$ cat config.mk
export PLATFORM = sky130hd
export DESIGN_NAME = regfile_mp_flat
export DESIGN_NICKNAME = d
export VERILOG_FILES = /design/src/rtl/regfile_pkg.sv /design/src/rtl/regfile_mp_if.sv /design/src/rtl/regfile_clear_fsm.sv /design/src/rtl/regfile_mp.sv /design/src/flat_wrapper.sv
export SDC_FILE = /design/constraint.sdc
export NUM_CORES = 1
export LEC_CHECK = 0
export CELL_PAD_IN_SITES_DETAIL_PLACEMENT = 1
export CELL_PAD_IN_SITES_GLOBAL_PLACEMENT = 2
export CORE_UTILIZATION = 42
export DETAILED_ROUTE_END_ITERATION = 6
export PLACE_DENSITY_LB_ADDON = 0.1
export REMOVE_ABC_BUFFERS = 1
export SLEW_MARGIN = 40
export SYNTH_ARGS = -nofsm -noshare
export SYNTH_HDL_FRONTEND = slang
export SYNTH_HIERARCHICAL = 1
export SYNTH_SLANG_ARGS = --single-unit
$ cat constraint.sdc
create_clock -name clk -period 3.5 [get_ports clk]
set_clock_uncertainty 0.05 [all_clocks]
set_input_delay 0.525 -clock clk [delete_from_list [all_inputs] [get_ports clk]]
set_output_delay 0.525 -clock clk [all_outputs]
set_load 0.01 [all_outputs]
$ cat src/rtl/regfile_pkg.sv
// Shared types and helpers for the multi-port register file.
// Optional same-cycle read bypass is enabled by defining REGFILE_BYPASS_EN.
package regfile_pkg;

    typedef enum logic {
        RF_IDLE,
        RF_CLEAR
    } rf_state_e;

    localparam int NUM_WR      = 2;
    localparam int SLICE_W     = 64;
    localparam int SLICE_VEC_W = 512;

    // Extracts field idx of width w from a packed port vector.
    function automatic logic [SLICE_W-1:0] get_slice(
        input logic [SLICE_VEC_W-1:0] vec,
        input int unsigned            idx,
        input int unsigned            w
    );
        logic [SLICE_VEC_W-1:0] sh;
        sh = vec >> (idx * w);
        return sh[SLICE_W-1:0];
    endfunction

endpackage

$ cat src/rtl/regfile_mp_if.sv
// Write/read/clear bus of the multi-port register file.
// The REGFILE_BYPASS_EN build uses the same bus unchanged.
interface regfile_mp_if
    import regfile_pkg::*;
#(
    parameter int DATA_W = 8,
    parameter int ADDR_W = 4,
    parameter int NUM_RD = 2
);
    logic [NUM_WR-1:0]        wr_en;
    logic [NUM_WR*ADDR_W-1:0] wr_addr;
    logic [NUM_WR*DATA_W-1:0] wr_data;
    logic                     wr_ready;
    logic                     wr_conflict;
    logic [NUM_RD*ADDR_W-1:0] rd_addr;
    logic [NUM_RD*DATA_W-1:0] rd_data;
    logic                     clear_req;
    logic                     clear_busy;

    modport master (
        output wr_en, wr_addr, wr_data, rd_addr, clear_req,
        input  wr_ready, wr_conflict, rd_data, clear_busy
    );

    modport slave (
        input  wr_en, wr_addr, wr_data, rd_addr, clear_req,
        output wr_ready, wr_conflict, rd_data, clear_busy
    );
endinterface

$ cat src/rtl/regfile_clear_fsm.sv
// Clear sweep controller: walks every entry once, blocking writes meanwhile.
// Behaviour does not depend on REGFILE_BYPASS_EN.
module regfile_clear_fsm
    import regfile_pkg::*;
#(
    parameter  int DEPTH    = 16,
    parameter  int ZERO_REG = 1,
    localparam int ADDR_W   = $clog2(DEPTH)
) (
    input  logic              clk,
    input  logic              rst_n,
    input  logic              clk_en,
    input  logic              clear_req,
    output logic              clear_busy,
    output logic              wr_ready,
    output logic              clr_we,
    output logic [ADDR_W-1:0] clr_ptr
);
    localparam logic [ADDR_W-1:0] PTR_FIRST =
        (ZERO_REG != 0) ? ADDR_W'(1) : '0;
    localparam logic [ADDR_W-1:0] PTR_LAST = ADDR_W'(DEPTH - 1);

    rf_state_e state;

    always_ff @(posedge clk or negedge rst_n) begin
        if (!rst_n) begin
            state   <= RF_IDLE;
            clr_ptr <= '0;
        end else if (clk_en) begin
            unique case (state)
                RF_IDLE: begin
                    if (clear_req) begin
                        state   <= RF_CLEAR;
                        clr_ptr <= PTR_FIRST;
                    end
                end
                RF_CLEAR: begin
                    clr_ptr <= clr_ptr + ADDR_W'(1);
                    if (clr_ptr == PTR_LAST)
                        state <= RF_IDLE;
                end
                default: state <= RF_IDLE;
            endcase
        end
    end

    assign clear_busy = (state == RF_CLEAR);
    assign wr_ready   = !clear_busy;
    assign clr_we     = clear_busy & clk_en;

endmodule

$ cat src/rtl/regfile_mp.sv
// Parametrised 2W/NUM_RD-R register file with priority writes and swept clear.
// Define REGFILE_BYPASS_EN to forward same-cycle writes onto the read ports.
module regfile_mp
    import regfile_pkg::*;
#(
    parameter  int DATA_W   = 8,
    parameter  int DEPTH    = 16,
    parameter  int NUM_RD   = 2,
    parameter  int ZERO_REG = 1,
    localparam int ADDR_W   = $clog2(DEPTH)
) (
    input logic         clk,
    input logic         rst_n,
    input logic         clk_en,
    regfile_mp_if.slave bus
);
    logic [DATA_W-1:0] mem [DEPTH];

    logic [NUM_WR-1:0][ADDR_W-1:0] wa;
    logic [NUM_WR-1:0][DATA_W-1:0] wd;
    logic [NUM_WR-1:0]             acc;
    logic [NUM_RD-1:0][ADDR_W-1:0] ra;
    logic                          ready;
    logic                          busy;
    logic                          clr_we;
    logic [ADDR_W-1:0]             clr_ptr;
    logic                          hit;

    // Entries that really hold data: in range and not the hardwired zero.
    function automatic logic live(input logic [ADDR_W-1:0] a);
        return (32'(a) < DEPTH) && !(ZERO_REG != 0 && a == '0);
    endfunction

    regfile_clear_fsm #(
        .DEPTH    (DEPTH),
        .ZERO_REG (ZERO_REG)
    ) u_clear (
        .clk        (clk),
        .rst_n      (rst_n),
        .clk_en     (clk_en),
        .clear_req  (bus.clear_req),
        .clear_busy (busy),
        .wr_ready   (ready),
        .clr_we     (clr_we),
        .clr_ptr    (clr_ptr)
    );

    assign bus.wr_ready   = ready;
    assign bus.clear_busy = busy;

    always_comb begin
        wa  = '0;
        wd  = '0;
        acc = '0;
        for (int unsigned p = 0; p < NUM_WR; p++) begin
            wa[p] = ADDR_W'(get_slice(
                SLICE_VEC_W'(bus.wr_addr), p, ADDR_W));
            wd[p] = DATA_W'(get_slice(
                SLICE_VEC_W'(bus.wr_data), p, DATA_W));
            acc[p] = clk_en & bus.wr_en[p] & ready & live(wa[p]);
        end
    end

    assign hit = acc[0] & acc[1] & (wa[0] == wa[1]);

    // Port 0 is written last so it wins a same-address collision.
    always_ff @(posedge clk or negedge rst_n) begin
        if (!rst_n) begin
            for (int i = 0; i < DEPTH; i++)
                mem[i] <= '0;
            bus.wr_conflict <= 1'b0;
        end else if (clk_en) begin
            bus.wr_conflict <= hit;
            if (clr_we)
                mem[clr_ptr] <= '0;
            if (acc[1])
                mem[wa[1]] <= wd[1];
            if (acc[0])
                mem[wa[0]] <= wd[0];
        end
    end

    always_comb begin
        ra = '0;
        for (int unsigned r = 0; r < NUM_RD; r++)
            ra[r] = ADDR_W'(get_slice(
                SLICE_VEC_W'(bus.rd_addr), r, ADDR_W));
    end

    always_comb begin
        bus.rd_data = '0;
        for (int r = 0; r < NUM_RD; r++) begin
            if (live(ra[r]))
                bus.rd_data[r*DATA_W +: DATA_W] = mem[ra[r]];
`ifdef REGFILE_BYPASS_EN
            if (acc[1] && wa[1] == ra[r])
                bus.rd_data[r*DATA_W +: DATA_W] = wd[1];
            if (acc[0] && wa[0] == ra[r])
                bus.rd_data[r*DATA_W +: DATA_W] = wd[0];
`endif
        end
    end

endmodule

$ cat src/flat_wrapper.sv
// flat-port wrapper written by rule: the top's interface ports become plain ports
module regfile_mp_flat import regfile_pkg::*;
#(
    parameter  int DATA_W   = 8,
    parameter  int DEPTH    = 16,
    parameter  int NUM_RD   = 2,
    parameter  int ZERO_REG = 1,
    localparam int ADDR_W   = $clog2(DEPTH)
)
  (clk, rst_n, clk_en, bus_wr_en, bus_wr_addr, bus_wr_data, bus_rd_addr, bus_clear_req, bus_wr_ready, bus_wr_conflict, bus_rd_data, bus_clear_busy);
  regfile_mp_if #(.DATA_W(DATA_W), .ADDR_W(4), .NUM_RD(NUM_RD)) bus_i ();
  input logic clk;
  input logic rst_n;
  input logic clk_en;
  input wire logic [$bits(bus_i.wr_en)-1:0] bus_wr_en;
  input wire logic [$bits(bus_i.wr_addr)-1:0] bus_wr_addr;
  input wire logic [$bits(bus_i.wr_data)-1:0] bus_wr_data;
  input wire logic [$bits(bus_i.rd_addr)-1:0] bus_rd_addr;
  input wire logic [$bits(bus_i.clear_req)-1:0] bus_clear_req;
  output wire logic [$bits(bus_i.wr_ready)-1:0] bus_wr_ready;
  output wire logic [$bits(bus_i.wr_conflict)-1:0] bus_wr_conflict;
  output wire logic [$bits(bus_i.rd_data)-1:0] bus_rd_data;
  output wire logic [$bits(bus_i.clear_busy)-1:0] bus_clear_busy;
  assign bus_i.wr_en = bus_wr_en;
  assign bus_i.wr_addr = bus_wr_addr;
  assign bus_i.wr_data = bus_wr_data;
  assign bus_i.rd_addr = bus_rd_addr;
  assign bus_i.clear_req = bus_clear_req;
  assign bus_wr_ready = bus_i.wr_ready;
  assign bus_wr_conflict = bus_i.wr_conflict;
  assign bus_rd_data = bus_i.rd_data;
  assign bus_clear_busy = bus_i.clear_busy;
  regfile_mp #(.DATA_W(DATA_W), .DEPTH(DEPTH), .NUM_RD(NUM_RD), .ZERO_REG(ZERO_REG)) u_core (.clk(clk), .rst_n(rst_n), .clk_en(clk_en), .bus(bus_i));
endmodule
==> impl_metrics.ini <==
[grt]
grt_pass1_wl_um = 57800
grt_max_degree = 66
grt_pass1_vias = 8961
grt_overflow_total = 0
antenna_found_initial = 0
track_usage_pct = 37.5

[final_layout]
num-nets-final = 957
stdcell_count = 1196
drive_gt1_share_pct = 19.3
area_growth_pct = 19.8
design_area_um2 = 10300
post-route-util_pct = 52.0
fill_cells = 2182
diodes = 0

[sta]
drv_slew = 0
finalSetupViolations = 0
max_clock_freq_ghz = 0.307
finalHoldViolCount = 0
period_needed_ns = 3.25
tightest_slew_ns = 0.900
finalSetupTns_ns = 0
grt_setup_unrepaired = false
finalCritPeriodShare_pct = 92.9
max-slew-margin-rel_pct = 39.6

[pwr]
power.density_nw_per_um2 = 637
max-vdd-ir-drop_uv = 349
p_leak_nw = 4.32
power_w = 0.00655

[yosys]
ys_async_sr_fraction_pct = 100
syn_inst = 860
ys_ff_latch = 126
postSynthAreaPerCell_um2 = 9.99
synth_edf_count = 0
ys.warnings.count = 6
synthFlopType = dfrtp_1
ys_seq_area_share_pct = 36.7
syn_area_um2 = 8590
synth.distinct_cells = 71

[critical_path]
cp-endpoint = bus_rd_data[3]
rrSetupSlack_ns = 0.87
cp_data_arrival_time_ns = 2.68
slowest_delay_ns = 0.66
required_ns = 2.92
timing.critical_path.mode_cell = clkdlybuf4s50_1
rr_startpoint = u_core/u_clear/clear_busy
crit_start = bus_rd_addr[2]
crit_path_cell_trace = clkdlybuf4s50_1 -> nand2b_1 -> o22ai_1 -> nor3_1 -> clkdlybuf4s50_1
crit_path_top_delay_cell = clkdlybuf4s50_1
endpoint_kind = output port
rr_endpoint = u_core/mem[90]
critPathKind = in2out
r2r_cells = 7
critPathMaxFanout = 9
cp-start-kind = input pin

[die]
std_cell_rows = 51
die_w_um = 145
initial_utilization_pct = 43.4
coreArea_um2 = 19800
io_pins = 57
die_y_um = 145
dieArea_um2 = 21000

[place]
routabilityCongestion = 0.965
port-buffer-count = 56
place_inst = 1164
hpwl_um = 28200
place_area_um2 = 9630

[clock_tree]
cts_hold_buf = 0
root_buffer = clkbuf_16
cts_buffers = 17
cts_sinks = 126
clock_latency_ns = 0.44
h-tree-depth = 4
cts_tree = built
clkSlewWorstSetupHoldPaths_ns = 0.06
cts_resized = 0
post_cts_buffers = 0
max-clock-path-buffers = 2

[drt]
wl_per_cell_um = 32.2
drc = 0
via_per_inst = 7.21
vias = 8626
wirelength_um = 38500
drtAntennaViolNets = 0
drt_pass1_iterations = 6
drt_iter0_markers = 892

[run]
max_cap_viol_count = 0

[min_path]
hp-class = in2async

[run_status]
outcome = finished, final reports clean
-- worst max-delay path, delay by kind of cell --
| family | cells | cell delay (ns) |
|---|---|---|
| buf+inv | 2 | 1.27 |
| simple gates | 2 | 0.70 |
| compound gates | 1 | 0.18 |
-- worst min-delay path by stage --
stage,to,startpoint
final,u_core/mem[84],rst_n
after global routing,u_core/mem[84],rst_n
after CTS,u_core/mem[78],rst_n
after detailed placement,u_core/mem[3],u_core/mem[3]
after global placement,u_core/mem[34],u_core/mem[34]
after floorplan,u_core/bus.wr_conflict,rst_n
-- report_power, final --
part / internal, W / total [W] / switching (W)
sequential: 0.00198 / 0.00249 / 0.000509
clock: 0.00131 / 0.00204 / 0.000727
combinational: 0.00103 / 0.00202 / 0.000997
-- state kept, by name (all words and copies together), names as in the netlist --
signal                     cells
u_core/bus.wr_conflict         1
u_core/u_clear/clr_ptr         4
u_core/mem                   120
u_core/u_clear/clear_busy      1
-- logic make-up (layout without fill, tap and decap cells) --
| family | count (synthesis) | in the layout | synth area share, % |
|---|---|---|---|
| buf+inv | 101 | 172 | 5.19 |
| simple gates | 328 | 328 | 20.4 |
| compound gates | 231 | 231 | 22.1 |
| flops | 126 | 126 | 36.7 |
| xor+xnor | 2 | 2 | 0.204 |
| mux | 71 | 71 | 15.3 |
| fa+ha+maj | 1 | 1 | 0.146 |
-- cell type report --
cell class	instances	area [um^2]	area share, %
Multi-Input combinational cell	633	5010	48.7
Clock buffer	20	457	4.44
Tap cell	265	332	3.22
Timing Repair Buffer	112	1030	10.0
Inverter	28	105	1.02
Sequential cell	126	3150	30.6
Clock inverter	12	206	2.01
-- metal layers --
metal / vias up / GRT usage [%] / part of all wire (%)
met3: 125 / 6.82 / 8.6
met5: - / 0 / 0
met4: 0 / 23.6 / 6.4
met1: 4420 / 48.3 / 39
met2: 566 / 58.1 / 46
li1: 3515 / - / -
-- placed cells by master, fill, tap and decap left out, types with 4 or more instances in the layout --
master / instances
a21o_1: 16
a21oi_1: 9
a221o_1: 61
a221oi_1: 14
a22o_1: 4
a22oi_1: 4
and3_1: 18
buf_12: 6
buf_2: 5
buf_4: 50
bufinv_16: 5
clkbuf_16: 17
clkdlybuf4s50_1: 50
dfrtp_1: 126
inv_1: 27
mux2i_1: 21
mux4_2: 48
nand2_1: 56
nand2b_1: 10
nand3_1: 12
nand4_1: 14
nand4b_1: 6
nor2_1: 81
nor2b_1: 4
nor3_1: 68
nor4_1: 19
o211ai_1: 4
o21ai_0: 36
o21ai_2: 8
o22ai_1: 23
o2bb2ai_1: 14
o32ai_1: 11
or2_2: 7
or3_1: 6
-- synthesized netlist by cell type (all sizes together) (3+ instances only) --
master	number	area, um^2
a211o	3	26.3
a211oi	3	22.5
a21o	16	120
a21oi	9	45.0
a221o	61	611
a221oi	14	123
a22o	4	35.0
a22oi	4	30.0
and2	3	18.8
and3	18	113
buf	40	216
clkbuf	33	124
dfrtp	126	3150
inv	28	105
mux2i	21	210
mux4	48	1080
nand2	57	216
nand2b	10	62.6
nand3	13	77.6
nand4	14	87.6
nand4b	6	52.6
nand4bb	3	33.8
nor2	81	304
nor2b	4	25.0
nor3	70	367
nor4	21	153
o211ai	4	30.0
o21ai	45	248
o221ai	3	26.3
o22ai	24	156
o2bb2ai	14	123
o31ai	5	71.3
o32ai	11	96.3
or2	7	43.8
or3	6	37.5
or4	3	22.5
or4b	3	37.5
-- through the flow --
stage	hold slack (ns)	setup WS, ns
final	0.0391	0.247
after global routing	0.104	0.200
after CTS	0.0901	0.298
after detailed placement	0.444	0.324
after global placement	0.422	0.330
after floorplan	0.179	0.839
No activity file was read; power rests on OpenSTA's default activity.
